## config.mk

```make
export PLATFORM = sky130hd
export DESIGN_NAME = mem_ctrl
export DESIGN_NICKNAME = d
export VERILOG_FILES = /design/src/rtl/mem_ctrl.sv
export SDC_FILE = /design/constraint.sdc
export NUM_CORES = 1
export LEC_CHECK = 0
export CAP_MARGIN = 25
export CORE_MARGIN = 4
export CORE_UTILIZATION = 47
export CTS_CLUSTER_SIZE = 12
export DETAILED_ROUTE_END_ITERATION = 8
export PLACE_DENSITY = 0.81
export SLEW_MARGIN = 20
export SYNTH_ARGS = -nofsm -noshare
export SYNTH_HDL_FRONTEND = slang
export SYNTH_SLANG_ARGS = --single-unit
```

## constraint.sdc

```tcl
create_clock -name clk -period 3.4 [get_ports clk]
set_clock_uncertainty 0.05 [all_clocks]
set_input_delay 0.51 -clock clk [delete_from_list [all_inputs] [get_ports clk]]
set_output_delay 0.51 -clock clk [all_outputs]
set_load 0.01 [all_outputs]
```

## src/rtl/mem_ctrl.sv

```systemverilog
// mem_ctrl: arbitrates IF and MEM requests onto one byte-wide synchronous RAM, splitting 1/2/4-byte accesses.
// Optional macro MEM_CTRL_FAIR_ARB_EN selects round-robin arbitration instead of fixed MEM priority.
module mem_ctrl (
  input  logic        clk,
  input  logic        rst,
  input  logic [31:0] if_addr,
  input  logic [1:0]  if_rw,
  input  logic [2:0]  if_len,
  input  logic [31:0] mem_addr,
  input  logic [1:0]  mem_rw,
  input  logic [2:0]  mem_len,
  input  logic [31:0] mem_wdata,
  input  logic [7:0]  ram_din,
  output logic [31:0] ram_addr,
  output logic [7:0]  ram_dout,
  output logic        ram_wr,
  output logic        busy_out,
  output logic        done_out,
  output logic [1:0]  IF_or_MEM,
  output logic [31:0] data_out
);

  localparam logic [1:0] S_IDLE   = 2'd0;
  localparam logic [1:0] S_ACCESS = 2'd1;
  localparam logic [1:0] S_WAIT   = 2'd2;
  localparam logic [1:0] S_DONE   = 2'd3;

  logic [1:0]  state;
  logic [1:0]  k;
  logic [1:0]  last;
  logic [31:0] base;
  logic [31:0] wdata;
  logic        is_write;
  logic        mem_req;
  logic        if_req;
  logic        grant_mem;
  logic        grant_if;
`ifdef MEM_CTRL_FAIR_ARB_EN
  logic        last_if;
`endif

  // Handshake: a port requests by holding a non-idle rw code; it is granted only in IDLE and must keep the
  // code stable until done_out, then drop it so the following IDLE cycle does not grant it again.
  function automatic logic [1:0] last_index(input logic [2:0] len);
    case (len)
      3'd1:    return 2'd0;
      3'd2:    return 2'd1;
      default: return 2'd3;
    endcase
  endfunction

  always_comb begin
    mem_req = (mem_rw == 2'b01) || (mem_rw == 2'b10);
    if_req  = (if_rw == 2'b01);
`ifdef MEM_CTRL_FAIR_ARB_EN
    grant_mem = mem_req && (!if_req || last_if);
`else
    grant_mem = mem_req;
`endif
    grant_if = if_req && !grant_mem;
  end

  always_ff @(posedge clk) begin
    if (rst) begin
      state     <= S_IDLE;
      k         <= 2'd0;
      last      <= 2'd0;
      base      <= 32'd0;
      wdata     <= 32'd0;
      is_write  <= 1'b0;
      IF_or_MEM <= 2'b00;
      data_out  <= 32'd0;
`ifdef MEM_CTRL_FAIR_ARB_EN
      last_if   <= 1'b1;
`endif
    end else begin
      case (state)
        S_IDLE: begin
          if (grant_mem || grant_if) begin
            state    <= S_ACCESS;
            k        <= 2'd0;
            data_out <= 32'd0;
            if (grant_mem) begin
              base      <= mem_addr;
              last      <= last_index(mem_len);
              is_write  <= (mem_rw == 2'b10);
              wdata     <= mem_wdata;
              IF_or_MEM <= 2'b01;
            end else begin
              base      <= if_addr;
              last      <= last_index(if_len);
              is_write  <= 1'b0;
              wdata     <= 32'd0;
              IF_or_MEM <= 2'b10;
            end
`ifdef MEM_CTRL_FAIR_ARB_EN
            last_if <= grant_if;
`endif
          end
        end
        S_ACCESS: begin
          k <= k + 2'd1;
          // The RAM returns a byte one cycle after its address, so byte k-1 arrives while byte k is addressed.
          if (!is_write && (k != 2'd0)) data_out[{k - 2'd1, 3'b000} +: 8] <= ram_din;
          if (k == last) state <= is_write ? S_DONE : S_WAIT;
        end
        S_WAIT: begin
          data_out[{last, 3'b000} +: 8] <= ram_din;
          state <= S_DONE;
        end
        default: begin
          state     <= S_IDLE;
          IF_or_MEM <= 2'b00;
        end
      endcase
    end
  end

  always_comb begin
    busy_out = (state == S_ACCESS) || (state == S_WAIT);
    done_out = (state == S_DONE);
    ram_wr   = (state == S_ACCESS) && is_write;
    ram_addr = (state == S_ACCESS) ? base + {30'd0, k} : 32'd0;
    ram_dout = ram_wr ? wdata[{k, 3'b000} +: 8] : 8'd0;
  end

endmodule
```

==> run_results.csv, run 1 <==
group,metric,value,unit
worst_hold_path,hold_class,"flop to flop",
logic_synthesis,synth_top_area_cell,"sky130_fd_sc_hd__dfxtp_1",
grt,antenna_violations_before_repair,0,
timing,final_hold_viol_count,0,
cells_and_area,syn2layout_area_growth,40.8,%
grt,grt_remaining_overflow,0,
worst_setup_path,stage_delay_of_the_slowest_cell_on_the_critical_path,0.61,ns
clock_tree,buffers_from_clock_root_to_sink_at_most,2,
timing,period_utilisation_layout,0.975,
pwr,power,4.68,mW
worst_setup_path,crit_path_top_delay_cell,"sky130_fd_sc_hd__or4_4",
routing,antenna_left,0,
worst_setup_path,required,2.84,ns
logic_synthesis,synth_cells,675,
floorplan,dieArea,0.0144,sq mm
cells_and_area,antenna-diode-count,0,
pwr,pwr_density_cell,564,mW/mm^2
timing,timing_worst_slew_pin_value,0.820,ns
floorplan,io_pins,193,
clock_tree,clock_tree.htree_level_count,3,
worst_setup_path,timing.critical_path.from_type,"flop",
routing,wirelength_per_cell,17.6,microns
routing,drt-initial-drc-count,503,
clock_tree,cts.sinks,105,
cells_and_area,fillerInstances,992,
routing,drtPass1Iterations,5,
clock_tree,clock_latency_on_the_worst_skew_pair,0.35,ns
worst_setup_path,setup.worst_path.class,"flop to primary output",
cells_and_area,nNetsFinal,974,
floorplan,core_area,0.0122,sq mm
floorplan,die_h,120,microns
timing,layout_min_cycle_time,3.32,ns
grt,first_global_vias,5801,
floorplan,placement_rows,40,
grt,first_pass_grt_wire_length,28.5,mm
timing,number_of_failing_setup_endpoints_in_the_final_timing_report,0,
timing,setup_ws,0.0844,ns
worst_setup_path,path_max_fanout,7,
grt,pin_count_of_the_biggest_net_entering_global_routing,67,
timing,achievable-frequency,302,MHz
timing,slew-limit-headroom,0.446,
cells_and_area,multi_input_comb_area,0.00347,sq mm
logic_synthesis,number_of_enable_type_register_cells_in_the_synthesized_netlist,0,
worst_setup_path,worst-path-buf-inv,1,
cells_and_area,register_area,0.00211,sq mm
place,finalWeightedCongestion,0.886,
place,buffer_ports.inserted,192,
logic_synthesis,most_frequent_cell_after_synthesis,"sky130_fd_sc_hd__dfxtp_1",
worst_setup_path,arrival,2.76,ns
logic_synthesis,mappedNetlistArea,0.00589,sq mm
pwr,lkg_pwr,3.10,nW
routing,drcViolationCount,0,
run,drv_cap,0,
timing,timing_max_transition_violations_final,0,
worst_setup_path,cpLargestDelayFamily,"simple AND/OR/NAND/NOR gates",
logic_synthesis,synth_cell_type_count,50,
cells_and_area,final_layout_size_suffix_gt1_frac,0.0817,
place,placement.setup.worst_slack,0.238,ns
worst_setup_path,critical_path.cell_chain,"nand4_1 -> or4_4 -> or4_1 -> a21oi_1 -> clkdlybuf4s50_1",
logic_synthesis,ys_ff_latch,105,
clock_tree,tritoncts.num_buffers,9,
clock_tree,clock-root-buffer,"sky130_fd_sc_hd__clkbuf_16",
clock_tree,clk_pin_slew_worst_paths,0.08,ns
logic_synthesis,yosysTopAreaCellShare,0.357,
floorplan,die_width,120,microns
routing,routed_via_density,5.89,
outcome,status,"finished clean",
logic_synthesis,asyncSetResetFlopFracSynth,0,
timing,rsz0062_at_grt,"true",
worst_setup_path,worstSetupEndpointType,"primary output",
routing,routed_wl,17.8,mm
clock_tree,cts_tree,"done",
logic_synthesis,synth_sequential_area_ratio,0.357,
logic_synthesis,yosysWarnings,0,
floorplan,start_util,0.485,
routing,routed-via-count,5969,
grt,groute.usage.overall,0.239,
clock_tree,cts_hold_repair.buffers,0,
place,place_hpwl,12.9,mm
logic_synthesis,syn_area_per_cell,8.73,sq um
logic_synthesis,ys_top_cells_by_area,"sky130_fd_sc_hd__dfxtp_1 36%, sky130_fd_sc_hd__a22o_1 9.4%, sky130_fd_sc_hd__mux2i_1 5.8%",
logic_synthesis,yosys_most_used_dff,"sky130_fd_sc_hd__dfxtp_1",
logic_synthesis,postSynthNetCount,809,
logic_synthesis,top_cell_types_by_occurrence_after_synthesis,"105 x sky130_fd_sc_hd__dfxtp_1, 79 x sky130_fd_sc_hd__nor2_1, 63 x sky130_fd_sc_hd__a22o_1, 46 x sky130_fd_sc_hd__clkbuf_1, 34 x sky130_fd_sc_hd__mux2i_1",
pwr,max_rail_drop_vdd,0.000397,V
[flip-flops by register name, summed over array words and instances, names as in the netlist]
name	cells
wdata	32
is_write	1
base	32
last	2
data_out	32
k	2
IF_or_MEM	2
state	2
[layout make-up]
cell class                 instances  share of cell area
sequential                       105               0.254
tap                              168              0.0253
timing repair buffer             213               0.252
multi-input combinational        478               0.418
clock inverter                     7             0.00784
inverter                          33              0.0149
clock buffer                       9              0.0271
[where the power goes]
part / switching [mW] / internal (mW) / total [mW]
clock network: 0.494 / 0.511 / 1.01
logic: 1.10 / 0.845 / 1.95
registers: 0.251 / 1.48 / 1.73
[layout by cell type (no fill, tap or decap), drive strengths merged, types with 5 or more instances in the layout]
master         Yosys  final
a211oi            32     32
a21oi             30     30
a22o              63     63
a22oi             32     32
and2              12     12
buf               14     22
clkbuf            46      9
clkdlybuf4s50      0    181
dfxtp            105    105
dlygate4sd2        0      6
ha                17     17
inv               33     35
mux2i             34     34
mux4               8      8
nand2             32     32
nand3             15     15
nand4              9      9
nor2              79     79
nor2b              5      5
o21ai              8      8
o22ai             16     16
o31ai             14     14
or4               16     17
xnor2              5      5
xor2              10     10
[through the flow]
step | TNS, ns | instances | hold slack [ns] | cell area [sq um] | util
floorplan | 0 | 675 | 0.395 | 5890 | -
global placement | 0 | 991 | 0.415 | 7910 | 0.650
detailed placement | 0 | 991 | 0.414 | 7910 | 0.650
CTS | 0 | 1008 | 0.440 | 8210 | 0.675
global route | -0.0162 | 1013 | 0.459 | 8300 | 0.682
finish | 0 | 1013 | 0.431 | 8300 | 0.682
[what timing repair did]
item	in CTS	in global routing
pin swaps	1	3
cloned	0	1
buffers inserted	1	4
gates resized for setup	10	13
setup endpoints to repair	14	9
[path summary, 6_finish.rpt]
path | startpoint | endpoint | slack (ns) | cells after the start
worst min-delay path | data_out[0] | data_out[0] | 0.43 | 1
worst min register to register | data_out[0] | data_out[0] | 0.43 | 1
worst max register to register | k[1] | data_out[3] | 0.69 | 7
worst max-delay path | base[16] | ram_addr[27] | 0.08 | 5
[metal layers]
| metal | global-route usage | share of wire |
|---|---|---|
| met1 | 0.290 | 0.42 |
| met2 | 0.419 | 0.49 |
| met3 | 0.0358 | 0.055 |
| met4 | 0.105 | 0.036 |
| met5 | 0 | 0 |
[cells by family after synthesis]
group                      after synthesis  share of synthesized area
and+or+nand+nor                        196                      0.169
buffers and inverters                   93                     0.0658
DFF                                    105                      0.357
AOI/OAI and AO/OA                      206                      0.259
muxes                                   42                     0.0883
xor gates and xnor gates                15                     0.0223
adders and majority gates               18                     0.0395
Power figures use the tool's default switching activity.
==> inputs of run 2 (changes only) <==
SKIP_LAST_GASP = 1   (was unset)
TNS_END_PERCENT = 50   (was unset)
==> run 2 against run 1 <==
Effect of this change: design area is 0.39% lower; first-iteration DRC count is 8.3% higher; power is 0.13% higher; register-to-register slack better by 0.02 ns.
==> run_results.csv, run 2 (synthesis gave the netlist of run 1 again) <==
group,metric,value,unit
outcome,status,"finished clean",
pwr,combinationalPowerShare,0.416,
grt,groute.usage.overall,0.238,
routing,routed_wl,17.7,mm
grt,antenna_violations_before_repair,0,
place,buffer_ports.inserted,192,
place,place_hpwl,12.9,mm
worst_setup_path,path_max_fanout,12,
routing,drt-initial-drc-count,545,
cells_and_area,postLayoutCellArea,0.00826,sq mm
floorplan,dieArea,0.0144,sq mm
timing,slew-limit-headroom,0.453,
grt,grt_remaining_overflow,0,
floorplan,die_width,120,microns
cells_and_area,mostFrequentLayoutCells,"186 x sky130_fd_sc_hd__clkdlybuf4s50_1, 99 x sky130_fd_sc_hd__dfxtp_1, 79 x sky130_fd_sc_hd__nor2_1, 63 x sky130_fd_sc_hd__a22o_1, 34 x sky130_fd_sc_hd__mux2i_1",
routing,wirelength_per_cell,17.5,microns
place,post_place_cells,991,
floorplan,core_area,0.0122,sq mm
clock_tree,cts_tree,"done",
pwr,pwr-share-seq,0.369,
timing,timing_worst_slew_pin_value,0.809,ns
cells_and_area,fillerInstances,1001,
clock_tree,buffers_from_clock_root_to_sink_at_most,2,
worst_hold_path,hold_class,"flop to flop",
worst_setup_path,critical_path.cell_chain,"ha_1 -> fa_1 -> and3_2 -> nand3_4 -> buf_4 -> nor4_1 -> mux2i_1 -> clkdlybuf4s50_1",
routing,antenna_left,0,
clock_tree,cts.sinks,105,
routing,drcViolationCount,0,
clock_tree,clock_latency_on_the_worst_skew_pair,0.35,ns
worst_setup_path,arrival,2.81,ns
worst_setup_path,worstSetupEndpointType,"primary output",
pwr,pwr_density_cell,567,mW/mm^2
clock_tree,clock-root-buffer,"sky130_fd_sc_hd__clkbuf_16",
clock_tree,cts_hold_repair.buffers,0,
routing,drtPass1Iterations,6,
timing,fin_hold_ws,0.432,ns
timing,number_of_failing_setup_endpoints_in_the_final_timing_report,0,
cells_and_area,top_regs,"base (32), data_out (32), wdata (32)",
timing,layout_min_cycle_time,3.37,ns
worst_setup_path,required,2.84,ns
worst_setup_path,setup.worst_path.class,"flop to primary output",
place,dpl_cell_area,0.00791,sq mm
floorplan,io_pins,193,
floorplan,start_util,0.485,
worst_setup_path,cpLargestDelayFamily,"buffers and inverters",
cells_and_area,syn2layout_area_growth,40.2,%
clock_tree,clock_tree.htree_level_count,3,
pwr,lkg_pwr,3.04,nW
pwr,cell_internal_pwr,2.84,mW
clock_tree,clk_pin_slew_worst_paths,0.08,ns
floorplan,die_h,120,microns
cells_and_area,final_common_cell,"sky130_fd_sc_hd__clkdlybuf4s50_1",
pwr,power.switching_fraction,0.394,
worst_setup_path,stage_delay_of_the_slowest_cell_on_the_critical_path,0.57,ns
timing,timing_max_transition_violations_final,0,
cells_and_area,nNetsFinal,972,
timing,period_utilisation_layout,0.990,
routing,routed-via-count,5948,
pwr,switching_power,1.85,mW
cells_and_area,final_layout_size_suffix_gt1_frac,0.0771,
grt,pin_count_of_the_biggest_net_entering_global_routing,67,
clock_tree,tritoncts.num_buffers,9,
pwr,power.clock.fraction,0.215,
run,drv_cap,0,
pwr,max_rail_drop_vdd,0.000399,V
place,finalWeightedCongestion,0.886,
cells_and_area,finish.cell_count_without_fillers,1011,
timing,rsz0062_at_grt,"true",
worst_setup_path,timing.critical_path.from_type,"flop",
worst_setup_path,worst-path-buf-inv,2,
grt,first_global_vias,5800,
grt,first_pass_grt_wire_length,28.4,mm
cells_and_area,antenna-diode-count,0,
floorplan,placement_rows,40,
timing,achievable-frequency,297,MHz
worst_setup_path,crit_path_top_delay_cell,"sky130_fd_sc_hd__clkdlybuf4s50_1",
timing,final_hold_viol_count,0,
routing,routed_via_density,5.88,
-- run 2: cell types whose count changed in the layout (fill, tap and decap cells not counted) --
cell,before,now
sky130_fd_sc_hd__a21oi_1,28,30
sky130_fd_sc_hd__clkdlybuf4s50_1,181,186
sky130_fd_sc_hd__buf_4,19,17
sky130_fd_sc_hd__dlymetal6s2s_1,4,2
sky130_fd_sc_hd__dfxtp_2,4,6
sky130_fd_sc_hd__nor4_2,1,0
sky130_fd_sc_hd__nor4_1,2,3
sky130_fd_sc_hd__dfxtp_1,101,99
sky130_fd_sc_hd__dlygate4sd2_1,6,3
sky130_fd_sc_hd__nand3_1,13,14
sky130_fd_sc_hd__a21oi_2,2,0
sky130_fd_sc_hd__nand3_2,1,0
-- run 2: cell type report --
type                            instances  area [sq um]  share of cell area
Multi-Input combinational cell        478          3450               0.418
Clock buffer                            9           225              0.0273
Sequential cell                       105          2110               0.255
Inverter                               33           124              0.0150
Tap cell                              168           210              0.0254
Timing Repair Buffer                  211          2080               0.251
Clock inverter                          7          65.1             0.00787
-- run 2: power by group through the flow --
stage          combinational (mW)  clock, mW  sequential (mW)
2_1_floorplan                1.30          0             1.68
3_3_place_gp                 1.87          0             1.72
3_5_place_dp                 1.93          0             1.74
4_1_cts                      1.94       1.02             1.71
5_1_grt                      2.14       1.07             1.76
6_report                     1.95       1.01             1.73
-- run 2: through the flow --
stage          worst slack (ns)  power (mW)  utilization  TNS (ns)
6_report                 0.0325        4.68        0.679         0
4_1_cts                 -0.0778        4.67        0.675    -0.100
2_1_floorplan             0.609        2.98            -         0
3_5_place_dp              0.238        3.67        0.650         0
3_3_place_gp              0.310        3.59        0.650         0
5_1_grt                  -0.154        4.98        0.679    -0.323
-- run 2: worst register-to-register path: stages (launching register included) --
cell and delay [ns]:
sky130_fd_sc_hd__dfxtp_1 0.40, sky130_fd_sc_hd__buf_4 0.29, sky130_fd_sc_hd__inv_1 0.12, sky130_fd_sc_hd__ha_1 0.23
sky130_fd_sc_hd__o21a_1 0.17, sky130_fd_sc_hd__a311oi_1 0.60, sky130_fd_sc_hd__a21oi_1 0.40, sky130_fd_sc_hd__a22o_1 0.33
-- run 2: worst paths after layout --
check	start	slack, ns	to	depth (start not counted)
setup reg to reg	k[1]	0.71	data_out[6]	7
hold / removal	data_out[0]	0.43	data_out[0]	1
setup / recovery	k[0]	0.03	ram_addr[22]	8
hold reg to reg	data_out[0]	0.43	data_out[0]	1
-- run 2: timing repair --
item / in CTS / in global routing
setup buffers: 1 / 2
cloned: 0 / 1
setup endpoints to repair: 14 / 12
endpoints found under the hold margin: 0 / 0
resized for setup: 5 / 11
pin swaps: 1 / 2
-- run 2: per-layer routing --
metal  up-vias  track usage  wire, microns
met1      2796        0.288           7280
met2       269        0.419           8850
li1       2839            -              -
met5         -            0              0
met4         0        0.101            571
met3        44       0.0358           1010
==> RTL change 1: new RTL, flow settings as in run 1 <==
Add a define of `MEM_CTRL_FAIR_ARB_EN`.
--- a/src/rtl/mem_ctrl.sv
+++ b/src/rtl/mem_ctrl.sv
@@ -1,5 +1,7 @@
 // mem_ctrl: arbitrates IF and MEM requests onto one byte-wide synchronous RAM, splitting 1/2/4-byte accesses.
 // Optional macro MEM_CTRL_FAIR_ARB_EN selects round-robin arbitration instead of fixed MEM priority.
+`define MEM_CTRL_FAIR_ARB_EN
+
 module mem_ctrl (
   input  logic        clk,
   input  logic        rst,
Check against the original RTL: no difference found for any inputs over 4 cycles, from zero or initial values and one cycle with rst high; that may be too few to reach the edited logic, so the function may still have changed.
==> RTL change 1 against run 1 <==
Die area is 1.5% higher. Synthesized area is 1.6% higher. Routed wire length is 7.8% higher. Setup slack better by 0.060 ns. Critical path type unchanged. Cell area is 1.4% higher. Non-clock buffer count is 3 higher. Sequential cell count is 1 higher. Highest routed layer unchanged. Power is 3.5% higher. Via count is 8.2% higher.
==> RTL change 1: results (changes against run 1) <==
* Area contributors post-synth: dfxtp_1 (35%), a22oi_1 (6.3%), nor2_1 (5.1%), a22o_1 (4.7%), a311oi_1 (4.7%) (was dfxtp_1 (36%), a22o_1 (9.4%), mux2i_1 (5.8%), nor2_1 (5.0%), a211oi_1 (4.1%))
* Top flop regs: base x32, data_out x32, wdata x32 (unchanged)
* Worst skew pair latency at 0.34 ns
* ANT cells at 0 (unchanged)
* RD Place Congestion at 0.886 (about the same)
* Sequential-to-total area share from yosys stat at 35.5% (was 35.7%)
* Avg WL per Cell at 18.1 um (was 17.6 um)
* Max H-tree Level at 3 (unchanged)
* Root Buffer: clkbuf_16 (unchanged)
* # nets final at 1,019 (was 974)
* Gr ovfl total at 0 (unchanged)
* Outcome: completed (unchanged)
* Syn Nets at 850 (was 809)
* Synth Area in XOR/XNOR at 2.19% (was 2.23%)
* Commonest cells post-synth: dfxtp_1 (106), nor2_1 (81), nand2_1 (57) (was dfxtp_1 (105), nor2_1 (79), a22o_1 (63))
* Post-DRT Antenna Nets at 0 (unchanged)
* Async S/R FF share, synth at 0% (unchanged)
* Pin count of the biggest net entering global routing at 77 (was 67)
* Crit path DAT at 2.70 ns (was 2.76 ns)
* Crit path max fanout at 19 (was 7)
* Reg clk slew, reported paths at 0.07 ns
* Pleak at 3.06 nW (was 3.10 nW)
* Fraction of layout cells with a size suffix above 1 at 9.10% (was 8.17%)
* Mux cell area share after synthesis at 3.53% (was 8.83%)
* Prevailing post-synth register cell: dfxtp_1 (unchanged)
* Library cells used by synthesis at 55 (was 50)
* Hold WC Path Type: input port to flop (was flop to flop)
* Drt pass-1 iters at 5 (unchanged)
* Initial antenna violation count at 0 (unchanged)
* Layout fillers at 999 (was 992)
* Synth Area in Compound Gates at 29.4% (was 25.9%)
* Maximum VDD drop at 393 uV (was 397 uV)
* PortBufs at 192 (unchanged)
* Inserted Clock Buffers at 9 (unchanged)
* Max Cap Viol at 0 (unchanged)
* Yosys top cell area share at 35.5% (was 35.7%)
* Total GRT Usage at 25.5% (was 23.9%)
* Adder-cell area share of the yosys netlist at 3.89% (was 3.95%)
* Max clock buf depth at 2 (unchanged)
* Via count at 6,459 (was 5,969)
* Vias in the first global route at 6,367 (was 5,801)
* Max-slew headroom at 48.5% (was 44.6%)
* Number of DRC markers in iteration 0 at 597 (was 503)
* Global-route wire length before repair at 30,700 um (was 28,500 um)
* Post-Place Setup Slack at 0.121 ns (was 0.238 ns)
* Post-DP HPWL at 13,500 um (was 12,900 um)
[RTL change 1: changes by cell type after synthesis, sizes merged, moves of 18 or more]
cell / run 1 / this run
mux2i: 34 / 2
nand2: 32 / 57
o21ai: 8 / 50
a22oi: 32 / 50
a211oi: 32 / 0
a22o: 63 / 32
a311oi: 1 / 32
[RTL change 1: worst paths after layout]
check | startpoint | endpoint | slack, ns | cells after the start
setup / recovery | k[1]$_SDFFE_PP0P_ | ram_addr[15] | 0.14 | 7
hold reg to reg | data_out[3]$_SDFFE_PP0P_ | data_out[3]$_SDFFE_PP0P_ | 0.43 | 1
hold / removal | rst | last_if$_SDFFE_PP1P_ | 0.39 | 3
setup reg to reg | state[1]$_SDFFE_PP0P_ | data_out[14]$_SDFFE_PP0P_ | 0.87 | 7
[RTL change 1: cell families after synthesis]
logic type | Yosys count
muxes | 11
xor gates and xnor gates | 15
DFF | 106
and+or+nand+nor | 236
adders and majority gates | 18
AOI/OAI and AO/OA | 244
buffers and inverters | 86
[RTL change 1: stage by stage]
step	cells	cell area [sq um]
floorplan	716	5990
global placement	1039	8060
detailed placement	1039	8060
CTS	1058	8380
global route	1058	8410
finish	1058	8410
[RTL change 1: cell type report]
cell class	instances	area, sq um	share of cell area [%]
inverters	27	101	1.20
clock inverters	5	37.5	0.446
flip-flops and latches	106	2130	25.3
well taps	168	210	2.50
clock buffers	11	243	2.88
multi-input cells	525	3580	42.5
repair buffers	216	2110	25.1
[RTL change 1: critical path, stage by stage, from the launching register on]
cell and delay (ns):
dfxtp_1 0.35, ha_1 0.29, a21oi_1 0.08, or4_1 0.40
buf_4 0.22, or3_1 0.32, a21oi_1 0.16, clkdlybuf4s50_1 0.55
[RTL change 1: layer usage]
layer | routed length [um] | up-vias | global-route usage (%)
li1 | - | 3017 | -
met1 | 7850 | 3116 | 31.7
met2 | 9320 | 285 | 42.5
met3 | 1450 | 41 | 6.99
met4 | 548 | 0 | 8.85
met5 | 0 | - | 0
[RTL change 1: report_power, final]
part | total, mW | internal [mW] | switching, mW
Sequential | 1.78 | 1.51 | 0.279
Combinational | 2.07 | 0.875 | 1.19
Clock | 0.987 | 0.521 | 0.466
Total | 4.84 | 2.90 | 1.94
[RTL change 1: timing repair]
item,in CTS,in global routing
gates cloned,1,0
resized for setup,14,22
buffers inserted,2,0
endpoints found under the setup margin,12,14
pin swaps,1,1
==> RTL change 2: new RTL, flow settings as in run 1 <==
Made on the original files. Put a register stage on the output `ram_addr`. The value now appears one clock later. The other outputs are not delayed to match.
--- a/src/rtl/mem_ctrl.sv
+++ b/src/rtl/mem_ctrl.sv
@@ -24,6 +24,8 @@
   localparam logic [1:0] S_ACCESS = 2'd1;
   localparam logic [1:0] S_WAIT   = 2'd2;
   localparam logic [1:0] S_DONE   = 2'd3;
+
+  logic [31:0] ram_addr_d;
 
   logic [1:0]  state;
   logic [1:0]  k;
@@ -120,8 +122,12 @@
     busy_out = (state == S_ACCESS) || (state == S_WAIT);
     done_out = (state == S_DONE);
     ram_wr   = (state == S_ACCESS) && is_write;
-    ram_addr = (state == S_ACCESS) ? base + {30'd0, k} : 32'd0;
+    ram_addr_d = (state == S_ACCESS) ? base + {30'd0, k} : 32'd0;
     ram_dout = ram_wr ? wdata[{k, 3'b000} +: 8] : 8'd0;
   end
 
+  always_ff @(posedge clk) begin
+    ram_addr <= ram_addr_d;
+  end
+
 endmodule
Check against the original RTL: not equivalent (Yosys sat finds a counterexample within 4 cycles, from zero or initial values and one cycle with rst high).
==> RTL change 2 against run 1 <==
Routed wire length rose by 5.6%. Setup slack improved by 0.28 ns. Count of clock-buffer cells in the layout rose by 15. Synthesized area rose by 11%. Cell area rose by 11%. Power rose by 32%. Maximum frequency rose by 9.4%. Die area rose by 10%. Sequential cell count rose by 32. Critical path depth rose by 1. Highest routed layer unchanged.
==> RTL change 2: results (changes against run 1) <==
* F_max at 330 MHz (was 302 MHz)
* Vias/cell at 5.87 (was 5.89)
* Inserted Clock Buffers at 17 (was 9)
* Post-Place Cells at 1,039 (was 991)
* Fraction of layout cells with a size suffix above 1 at 6.82% (was 8.17%)
* Post-Place Setup Slack at 0.412 ns (was 0.238 ns)
* Sw Pwr at 2.11 mW (was 1.85 mW)
* Worst min-delay path startpoint: base[31]$_SDFFE_PP0P_ (was data_out[0]$_SDFFE_PP0P_)
* RD Place Congestion at 0.822 (was 0.886)
* GR Util met1 at 29.9% (was 29.0%)
* Worst r2r src: k[0]$_SDFFE_PP0P_ (was k[1]$_SDFFE_PP0P_)
* Crit path max-delay family: buffers and inverters (was simple AND/OR/NAND/NOR gates)
* Reg clk slew, reported paths at 0.06 ns (was 0.08 ns)
* Seq pwr share at 35.8% (was 36.9%)
* Number of DRC markers in iteration 0 at 745 (was 503)
* Hold Crit Depth at 2 (was 1)
* Critical-path top delay cell: clkdlybuf4s50_1 (was or4_4)
* Library cells used by synthesis at 52 (was 50)
* Pin count of the biggest net entering global routing at 58 (was 67)
* Post-CTS setup buffers at 0 (was 1)
* Area contributors post-synth: dfxtp_1 (42%), a22o_1 (5.8%), mux2i_1 (5.5%), nor2_1 (4.5%), a22oi_1 (3.8%) (was dfxtp_1 (36%), a22o_1 (9.4%), mux2i_1 (5.8%), nor2_1 (5.0%), a211oi_1 (4.1%))
* Outcome: completed (unchanged)
* Hold_ws at 0.417 ns (was 0.431 ns)
* Avg WL per Cell at 17.5 um (was 17.6 um)
* Commonest cells post-synth: dfxtp_1 (137), nor2_1 (79), clkbuf_1 (45) (was dfxtp_1 (105), nor2_1 (79), a22o_1 (63))
* Total Wirelength at 18,800 um (was 17,800 um)
* Hold worst-path end: ram_addr[31]$_SDFF_PP0_ (was data_out[0]$_SDFFE_PP0P_)
* Max-slew headroom at 44.9% (was 44.6%)
* Max H-tree Level at 4 (was 3)
* Vias in the first global route at 6,116 (was 5,801)
* Comb pwr at 2.03 mW (was 1.95 mW)
* Avg Inst Size Synth at 9.16 sq um (was 8.73 sq um)
* Crit path max fanout at 29 (was 7)
* FF-to-FF End: data_out[4]$_SDFFE_PP0P_ (was data_out[3]$_SDFFE_PP0P_)
* Maximum VDD drop at 400 uV (was 397 uV)
* Worst skew pair latency at 0.42 ns (was 0.35 ns)
* Crit path DAT at 2.47 ns (was 2.76 ns)
* CP endpoint: ram_dout[2] (was ram_addr[27])
* Area after DPL at 0.00858 sq mm (was 0.00791 sq mm)
## RTL change 2: cell count changes after synthesis, moves of 5 or more
cell and change:
a22o_1 -20, a31oi_1 +6, a32oi_1 +5, buf_1 +7, buf_2 -7, dfxtp_1 +32, inv_1 -6, nor2b_1 +8
o21ai_0 +12, o22ai_1 -8, or3_1 +5
## RTL change 2: cell families after synthesis
group,count (synthesis),share of synthesized area [%]
flops,137,41.9
xor+xnor,14,1.87
fa+ha+maj,18,3.55
compound gates,205,22.3
buf+inv,83,4.87
simple gates,214,17.3
mux,44,8.26
## RTL change 2: cell type report
type	count	area, sq um
clock inverter	7	113
fill	1058	4250
timing repair buffer	204	2010
clock buffer	24	512
tap	176	220
multi-input combinational	495	3510
inverter	27	101
sequential	137	2740
## RTL change 2: routing by layer
metal | vias up | wire length [um] | share of wire, %
li1 | 2998 | - | -
met1 | 2969 | 7980 | 43
met2 | 279 | 8860 | 47
met3 | 38 | 1530 | 8.1
met4 | 0 | 403 | 2.1
met5 | - | 0 | 0
